**config.mk**
```make
export PLATFORM = sky130hd
export DESIGN_NAME = vga_rx_decoder
export DESIGN_NICKNAME = d
export VERILOG_FILES = /design/src/rtl/vga_rx_decoder.sv
export SDC_FILE = /design/constraint.sdc
export NUM_CORES = 1
export LEC_CHECK = 0
export BUFFER_PORTS_ARGS = -buffer_cell sky130_fd_sc_hd__buf_2
export CAP_MARGIN = 20
export CORE_ASPECT_RATIO = 2
export CORE_MARGIN = 2
export CORE_UTILIZATION = 54
export CTS_CLUSTER_SIZE = 12
export DETAILED_ROUTE_END_ITERATION = 7
export PLACE_DENSITY = 0.79
export SETUP_SLACK_MARGIN = 0.15
export SYNTH_ARGS = -nofsm -noshare
export SYNTH_HDL_FRONTEND = slang
export SYNTH_SLANG_ARGS = --single-unit
```
**constraint.sdc**
```tcl
create_clock -name clk_40mhz -period 3.35 [get_ports clk_40mhz]
set_clock_uncertainty 0.2 [all_clocks]
set_input_delay 0.1675 -clock clk_40mhz [delete_from_list [all_inputs] [get_ports clk_40mhz]]
set_output_delay 0.1675 -clock clk_40mhz [all_outputs]
set_load 0.02 [all_outputs]
```
**src/rtl/vga_rx_decoder.sv**
```systemverilog
`default_nettype none
// ============================================================================
//  Module      : vga_rx_decoder
//  Description : Sink-side VGA timing decoder for the 800x600@60 stream. Recovers
//                pixel coordinates from hsync/vsync, checks line and frame
//                lengths against nominal timing, and declares lock after
//                LOCK_FRAMES consecutive clean frames. Active pixels are only
//                presented while locked.
//  Optional    : VGA_RX_CRC_EN - when defined, a CRC-16-CCITT is accumulated over
//                every presented pixel and latched into frame_crc at each
//                locked vsync fall. When undefined, frame_crc is tied to zero.
//  Ports       : clk_40mhz   - pixel clock
//                rst_n       - asynchronous active-low reset
//                vga_hs      - hsync in (active low)
//                vga_vs      - vsync in (active low)
//                vga_rgb     - 24-bit pixel data in
//                pix_valid   - active pixel strobe (locked only)
//                pix_x/pix_y - pixel column/row, 0 when not valid
//                pix_rgb     - pixel data, 0 when not valid
//                frame_start - one-cycle pulse at a locked vsync fall
//                locked      - timing lock indicator
//                err_cnt     - saturating timing error counter
//                frame_crc   - CRC of the last complete locked frame
//  Revision    : 1.0 - initial release
// ============================================================================
module vga_rx_decoder #(
  parameter int H_SYNC      = 128,
  parameter int H_BP        = 88,
  parameter int H_ACTIVE    = 800,
  parameter int H_TOTAL     = 1056,
  parameter int V_SYNC      = 4,
  parameter int V_BP        = 23,
  parameter int V_ACTIVE    = 600,
  parameter int V_TOTAL     = 628,
  parameter int LOCK_FRAMES = 2
) (
  input  logic        clk_40mhz,
  input  logic        rst_n,
  input  logic        vga_hs,
  input  logic        vga_vs,
  input  logic [23:0] vga_rgb,
  output logic        pix_valid,
  output logic [9:0]  pix_x,
  output logic [9:0]  pix_y,
  output logic [23:0] pix_rgb,
  output logic        frame_start,
  output logic        locked,
  output logic [7:0]  err_cnt,
  output logic [15:0] frame_crc
);

  localparam logic [10:0] H_START = 11'(H_SYNC + H_BP);
  localparam logic [10:0] H_END   = 11'(H_SYNC + H_BP + H_ACTIVE);
  localparam logic [10:0] H_LAST  = 11'(H_TOTAL - 1);
  localparam logic [10:0] H_MAX   = 11'd2047;
  localparam logic [9:0]  V_START = 10'(V_SYNC + V_BP);
  localparam logic [9:0]  V_END   = 10'(V_SYNC + V_BP + V_ACTIVE);
  localparam logic [9:0]  V_LAST  = 10'(V_TOTAL - 1);
  localparam logic [3:0]  LOCK_N  = 4'(LOCK_FRAMES);

  typedef enum logic [1:0] {
    ST_SEARCH  = 2'd0,
    ST_ACQUIRE = 2'd1,
    ST_LOCKED  = 2'd2
  } state_t;

  state_t      state;
  logic [3:0]  good;

  // Input stage 1 (registered inputs) and stage 2 (edge-detect history).
  // Sync registers idle high so reset does not fake a falling edge.
  logic        hs_s1, hs_s2, vs_s1, vs_s2;
  logic [23:0] rgb_s1;

  logic [10:0] hcnt;
  logic [9:0]  vcnt;

  always_ff @(posedge clk_40mhz or negedge rst_n) begin
    if (!rst_n) begin
      hs_s1  <= 1'b1;
      hs_s2  <= 1'b1;
      vs_s1  <= 1'b1;
      vs_s2  <= 1'b1;
      rgb_s1 <= 24'h0;
    end else begin
      hs_s1  <= vga_hs;
      hs_s2  <= hs_s1;
      vs_s1  <= vga_vs;
      vs_s2  <= vs_s1;
      rgb_s1 <= vga_rgb;
    end
  end

  logic hs_fall, vs_fall;
  assign hs_fall = !hs_s1 && hs_s2;
  assign vs_fall = !vs_s1 && vs_s2;

  // hcnt_nxt/vcnt_nxt are the coordinates of the sample currently in stage 1,
  // so the output register aligns position with stage-1 rgb.
  logic [10:0] hcnt_nxt;
  logic [9:0]  vcnt_nxt;
  assign hcnt_nxt = hs_fall ? 11'd0 : ((hcnt == H_MAX) ? H_MAX : hcnt + 11'd1);
  assign vcnt_nxt = vs_fall ? 10'd0 : (hs_fall ? vcnt + 10'd1 : vcnt);

  always_ff @(posedge clk_40mhz or negedge rst_n) begin
    if (!rst_n) begin
      hcnt <= 11'd0;
      vcnt <= 10'd0;
    end else begin
      hcnt <= hcnt_nxt;
      vcnt <= vcnt_nxt;
    end
  end

  // The timeout fires only on the step into saturation, so a stuck hsync
  // produces a single error rather than one per cycle.
  logic line_err, frame_err, any_err;
  assign line_err  = (hs_fall && (hcnt != H_LAST)) || (!hs_fall && (hcnt == H_MAX - 11'd1));
  assign frame_err = vs_fall && (vcnt != V_LAST);
  assign any_err   = line_err || frame_err;

  // Lock surviving this cycle; gating outputs with it makes pix_valid fall
  // in the same cycle as locked.
  logic stay_locked, in_active, pix_on;
  assign stay_locked = (state == ST_LOCKED) && !any_err;
  assign in_active   = (hcnt_nxt >= H_START) && (hcnt_nxt < H_END) &&
                       (vcnt_nxt >= V_START) && (vcnt_nxt < V_END);
  assign pix_on      = in_active && stay_locked;

  always_ff @(posedge clk_40mhz or negedge rst_n) begin
    if (!rst_n) begin
      state       <= ST_SEARCH;
      good        <= 4'd0;
      locked      <= 1'b0;
      err_cnt     <= 8'd0;
      pix_valid   <= 1'b0;
      pix_x       <= 10'd0;
      pix_y       <= 10'd0;
      pix_rgb     <= 24'h0;
      frame_start <= 1'b0;
    end else begin
      frame_start <= vs_fall && stay_locked;
      pix_valid   <= pix_on;
      pix_x       <= pix_on ? 10'(hcnt_nxt - H_START) : 10'd0;
      pix_y       <= pix_on ? (vcnt_nxt - V_START) : 10'd0;
      pix_rgb     <= pix_on ? rgb_s1 : 24'h0;

      // Simultaneous line and frame errors count once.
      if ((state != ST_SEARCH) && any_err && (err_cnt != 8'hFF))
        err_cnt <= err_cnt + 8'd1;

      case (state)
        ST_SEARCH: begin
          if (vs_fall) begin
            state <= ST_ACQUIRE;
            good  <= 4'd0;
          end
        end
        ST_ACQUIRE: begin
          if (any_err) begin
            state <= ST_SEARCH;
          end else if (vs_fall) begin
            if (good + 4'd1 >= LOCK_N) begin
              state  <= ST_LOCKED;
              locked <= 1'b1;
            end else begin
              good <= good + 4'd1;
            end
          end
        end
        ST_LOCKED: begin
          if (any_err) begin
            state  <= ST_SEARCH;
            locked <= 1'b0;
          end
        end
        default: begin
          state  <= ST_SEARCH;
          locked <= 1'b0;
        end
      endcase
    end
  end

`ifdef VGA_RX_CRC_EN
  // CRC-16-CCITT, 24 data bits per pixel consumed MSB-first in one clock.
  function automatic logic [15:0] crc_step24(input logic [15:0] c, input logic [23:0] d);
    logic [15:0] r;
    r = c;
    for (int i = 23; i >= 0; i--) begin
      r = {r[14:0], 1'b0} ^ ((r[15] ^ d[i]) ? 16'h1021 : 16'h0000);
    end
    return r;
  endfunction

  logic [15:0] crc_run;

  always_ff @(posedge clk_40mhz or negedge rst_n) begin
    if (!rst_n) begin
      crc_run   <= 16'hFFFF;
      frame_crc <= 16'h0000;
    end else if (!stay_locked) begin
      // Not locked, or lock lost this cycle: restart, keep last result.
      crc_run <= 16'hFFFF;
    end else if (vs_fall) begin
      frame_crc <= crc_run;
      crc_run   <= 16'hFFFF;
    end else if (in_active) begin
      crc_run <= crc_step24(crc_run, rgb_s1);
    end
  end
`else
  assign frame_crc = 16'h0000;
`endif

endmodule
`default_nettype wire

```
# Word level (Yosys, flattened, before mapping)
# Index checks and enable logic that the tools add are counted.
# word_totals
register_bits,110
in_bits,28
out_inout_bits,71
word_cells,91
# op_classes
n_addsub,6
order_cmp,5
eq_ne,15
n_mux,23
bitwise_logic,1
reduce_logical,25
# op_table
operator,count
$mux W10,4
$mux W24,1
$eq A11 B11 Y1 const B,2
$mux W11,2
$mux W4,4
$logic_and A1 B1 Y1,13
$ne A2 B2 Y1 const B,6
$add A11 B1 Y11 const B,1
$ge A11 B8 Y1 const B,1
$lt A11 B10 Y1 const B,1
$ne A11 B11 Y1 const B,1
$add A10 B1 Y10 const B,1
$ge A10 B5 Y1 const B,1
$lt A10 B10 Y1 const B,1
$mux W2,5
$ne A10 B10 Y1 const B,1
$reduce_and A5 Y1,2
$sub A10 B5 Y10 const B,1
$sub A10 B8 Y10 const B,1
$add A8 B1 Y8 const B,1
$ne A8 B8 Y1 const B,1
$pmux W4 S2,1
$ne A3 B3 Y1 const B,2
$pmux W2 S3,1
12 further kinds,20

# Depth between registers and ports, before layout
# logic_depth
depth_word,10
mapped_depth,12
mapped_depth_nobuf,9

# Worst setup path after synthesis
# No wires, ideal clock.
# synth_timing
path_kind,reg2reg
start,register hs_s1
end,register pix_x[0]
setup_ns,0.066
arrival_time_ns,2.544
t_required_ns,3.084
slack_ns,0.540
stages_incl_launch_ff,13
path_buffers,3
synth_period_minus_slack_ns,2.810
cell_sequence,dfstp_2 and2b_1 buf_2 xnor2_1 nor2_1 ha_1 nor2b_1 or4_1 nand3_1 and4bb_1 buf_4 buf_6 and2_1
# synth_via
word_cells_on_any_way,22
cone_classes,1 x add/sub; 4 x order compare; 4 x mux; 13 x reduce/logical
# synth_rtl
element,line_no,source
"start, declared",72,"logic hs_s1, hs_s2, vs_s1, vs_s2;"
"start signal, assigned",86,hs_s1 <= vga_hs;
$logic_not A1 Y1 (*),95,assign hs_fall = !hs_s1 && hs_s2;
$logic_and A1 B1 Y1 (*),95,
$mux W10 (*) (2 in a row),103,assign vcnt_nxt = vs_fall ? 10'd0 : (hs_fall ? vcnt + 10'd1 : vcnt);
via vcnt_nxt[0],101,logic [9:0] vcnt_nxt;
$ge A10 B5 Y1,127,(vcnt_nxt >= V_START) && (vcnt_nxt < V_END);
$logic_and A1 B1 Y1,126,assign in_active = (hcnt_nxt >= H_START) && (hcnt_nxt < H_END) &&
$logic_and A1 B1 Y1 (*),127,
$logic_and A1 B1 Y1 (*),128,assign pix_on = in_active && stay_locked;
$mux W10 (*),144,pix_x <= pix_on ? 10'(hcnt_nxt - H_START) : 10'd0;
"end signal, assigned",144,
"end, declared",43,"output logic [9:0] pix_x,"
# The timed path passes the listed nets; every way through them passes the cells marked *.
# A chain may end at the register's enable or synchronous reset.

# Final worst setup path
# layout_timing
start,register hs_s1
end,register pix_y[6]
# layout_via
word_cells_on_any_way,22
cone_classes,1 x add/sub; 4 x order compare; 4 x mux; 13 x reduce/logical
# layout_rtl
element,line_no,source
$logic_not A1 Y1 (*),95,
$logic_and A1 B1 Y1 (*),95,
$mux W10 (*) (2 in a row),103,
via vcnt_nxt[0],101,
$ge A10 B5 Y1,127,
$logic_and A1 B1 Y1,126,
$logic_and A1 B1 Y1,127,
$logic_and A1 B1 Y1,128,
$mux W10 (*),145,pix_y <= pix_on ? (vcnt_nxt - V_START) : 10'd0;
"end signal, assigned",145,
"end, declared",44,"output logic [9:0] pix_y,"
# Marked as above.

==> summary.md <==
| Metric | Value |
|---|---|
| Slew @ Worst Pin | `0.674 ns` |
| Total track usage | `21.8%` |
| Critical path data arrival time | `3.14 ns` |
| Critical Path Sink Type | `register` |
| Status | `finished, final reports clean` |
| FFs w/ async S/R, synth | `100%` |
| Worst VDD drop | `0.425 mV` |
| Initial Utilization | `55.9%` |
| Final count of hold timing violations | `0` |
| Final setup fails | `0` |
| IO Port Bufs | `82` |
| Max_slew headroom | `55.1%` |
| Psw | `0.000848 W` |
| P_leak | `2.89 nW` |
| Cell Int Power | `0.00219 W` |
| Final worst path period share | `91.7%` |
| Post-Syn Area per Cell | `11.8 um^2` |
| FF+latch count, synth | `110` |
| Antenna cell count | `0` |
| Top_reg_cell synth | `dfrtp_1` |
| CTS root buffer | `clkbuf_16` |
| First-pass DRT Iterations | `4` |
| Highest clock rate | `326 MHz` |
| Max-cap violations | `0` |
| Worst skew pair latency | `0.35 ns` |
| CTS H-tree lvls | `3` |
| Synthesized area | `4630 um^2` |
| Logic pwr share | `14.3%` |
| Final antenna-violating net count | `0` |
| Min-Delay Path Class | `reg2reg` |
| Crit path cell chain | `and2b_2 > xnor2_1 > nor2_2 > ha_2 > nor2b_1 > or4_4 > nand3_1 > and4bb_1 > buf_12 > a21boi_1` |
| Buf/Inv on CP | `1` |
| Min-Delay Endpoint | `vs_s2` |
| IO Pins | `99` |
| Clock share of power | `35.3%` |
| Synth area leader | `dfrtp_1` |
| Post-synthesis sequential area ratio | `59.5%` |
| CTS max path bufs | `2` |
| Yosys warning count | `0` |
| Critical Path Fanout Max | `45` |
| Post-synth EDFFs | `0` |
| Vias per inst | `5.48` |
| Clock slew at reported path FFs | `0.07 ns` |
| Initial DRC Count | `212` |
| Reg-to-Reg End | `pix_y[6]` |
| Die X-Extent | `69.5 um` |
| Reg2Reg Depth | `10` |
| Worst path top cell family by delay | `simple AND/OR/NAND/NOR gates` |
| Die area | `9380 um^2` |
| Post-DR wirelength/cell | `15.9 um` |
| Core Footprint | `8290 um^2` |
| Post-synth cell types | `58` |
| Max incr delay on CP | `0.59 ns` |
| Critical path startpoint category | `register` |
| DRC Markers | `0` |
| Nets | `543` |
| Unrepaired setup endpoints after global routing | `no` |
| Post CTS Setup Buffer Count | `0` |
| Pwr per Cell Area | `536 nW/um^2` |
| Hold depth | `0` |
| Gpl congestion | `0.851` |
| Detailed placement HPWL | `6570 um` |
| R2r startpoint | `hs_s1` |
| Num CTS Buffers | `9` |
| Grt ovf | `0` |
| Cells after Synth | `394` |
| Switching portion of total power | `27.9%` |
| Clock Sink Count | `110` |
| Sequential share of power | `50.4%` |
| Post-route minimum period | `3.07 ns` |
| Die Span Y | `135 um` |
| First-pass GRT wire length | `15800 um` |
| Vias in the first global route | `3474` |
| CTS tree | `built` |
| Area grow syn2layout | `22.5%` |
| Fin area | `5680 um^2` |
| Wirelength, routed | `9660 um` |
| Min-delay src | `vs_s1` |
| Total number of vias | `3337` |
| WS Path Type | `reg2reg` |
| Yosys top cell area share | `57.3%` |
| Initial antenna violation count | `0` |
| Layout cells sized above 1 | `23.3%` |
| Setup_tns | `0 ns` |
| Placed Area | `5090 um^2` |
| Max-slew violations | `0` |
| Row Count | `47` |
| Ranking of synthesized cells by area | `dfrtp_1 57%, and2_1 5.7%, xnor2_1 3.4%` |
| Largest net degree at the start of global routing | `55` |
| FF-to-FF setup slack | `0.28 ns` |
| Slowest cell on crit path | `dfstp_2` |
| CP Data Required Time | `3.42 ns` |
-- cells in the final DEF (no fill, tap or decap), types with 11 or more instances in the layout --
cell type / Yosys / final
a21oi_1: 12 / 12
and2_1: 42 / 42
buf_2: 1 / 81
conb_1: 1 / 16
dfrtp_1: 106 / 106
dlygate4sd3_1: 0 / 27
nand2_1: 18 / 18
nand3_1: 17 / 17
nor2_1: 21 / 20
xnor2_1: 18 / 18
xor2_1: 11 / 11
-- sequential cells by signal, indices dropped and copies added, names as in the netlist --
signal       cells
pix_rgb         24
rgb_s1          24
hcnt            11
pix_x           10
pix_y           10
vcnt            10
err_cnt          8
good             4
state            2
frame_start      1
hs_s1            1
hs_s2            1
locked           1
pix_valid        1
vs_s1            1
vs_s2            1
-- metal layers --
metal	wire length, um	track usage (%)
met1	3370	22.1
met2	5440	39.9
met3	438	4.33
met4	416	13.7
met5	0	0
-- cell type report --
class                   count  area, um^2
flip-flops and latches    110        2760
fillers                   592        2610
multi-input cells         260        1700
repair buffers            116         761
clock buffers               9         225
well taps                  98         123
clock inverters             6        76.3
inverters                  10        37.5
-- cells by family (layout without fill, tap and decap cells) --
family                   count (synthesis)  count (layout)  share of synthesized area (%)
adder cells (fa/ha/maj)                  8               8                           2.16
XOR/XNOR                                29              29                           5.48
other                                    1              16                         0.0809
AND/OR/NAND/NOR                        151             151                           18.8
multiplexers                             4               4                          0.864
buffers and inverters                   39             141                           5.29
AO/OA/AOI/OAI                           52              52                           7.75
flip-flops                             110             110                           59.5
-- power groups by stage --
stage	Sequential, W	Clock (W)	Combinational, W
final	0.00153	0.00108	0.000435
after global routing	0.00155	0.00114	0.000487
after CTS	0.00153	0.00110	0.000439
after detailed placement	0.00156	0	0.000411
after floorplan	0.00157	0	0.000255
after global placement	0.00155	0	0.000398
-- worst max path at each step --
stage	start	endpoint	slack [ns]	cells past startpoint
2_1_floorplan	hs_s1	pix_x[0]	0.54	12
3_3_place_gp	hs_s2	pix_y[6]	0.13	10
3_5_place_dp	hs_s2	pix_y[6]	0.08	10
4_1_cts	hs_s1	pix_y[6]	0.16	10
5_1_grt	vcnt[0]	pix_y[6]	0.16	9
6_report	hs_s1	pix_y[6]	0.28	10
-- cell usage after synthesis (3+ instances only) --
library cell  number
dfrtp_1          106
and2_1            42
nor2_1            21
buf_4             18
nand2_1           18
xnor2_1           18
nand3_1           17
a21oi_1           12
xor2_1            11
inv_1             10
o21ai_0            9
and3_1             8
ha_1               8
nor3_1             7
clkbuf_1           6
nand4_1            6
a31oi_1            4
buf_6              4
dfstp_2            4
mux2i_1            4
nand2b_1           4
a31o_2             3
and2b_1            3
and4_1             3
o211ai_1           3
or3_1              3
-- repair_timing --
item	in CTS	in global routing
setup endpoints to repair	44	44
hold buffers	27	0
endpoints found under the hold margin	76	0
gates resized for setup	2	3
-- through the flow --
step	power [W]	util [%]	hold WS [ns]	cells	worst slack, ns
final	0.00304	68.5	0.173	609	0.279
after global routing	0.00318	68.5	0.174	609	0.155
after CTS	0.00307	68.4	0.173	609	0.164
after detailed placement	0.00197	61.4	0.0487	567	0.0751
after global placement	0.00195	61.4	0.0478	567	0.132
after floorplan	0.00182	-	-0.328	409	0.540
Power figures use the tool's default switching activity.
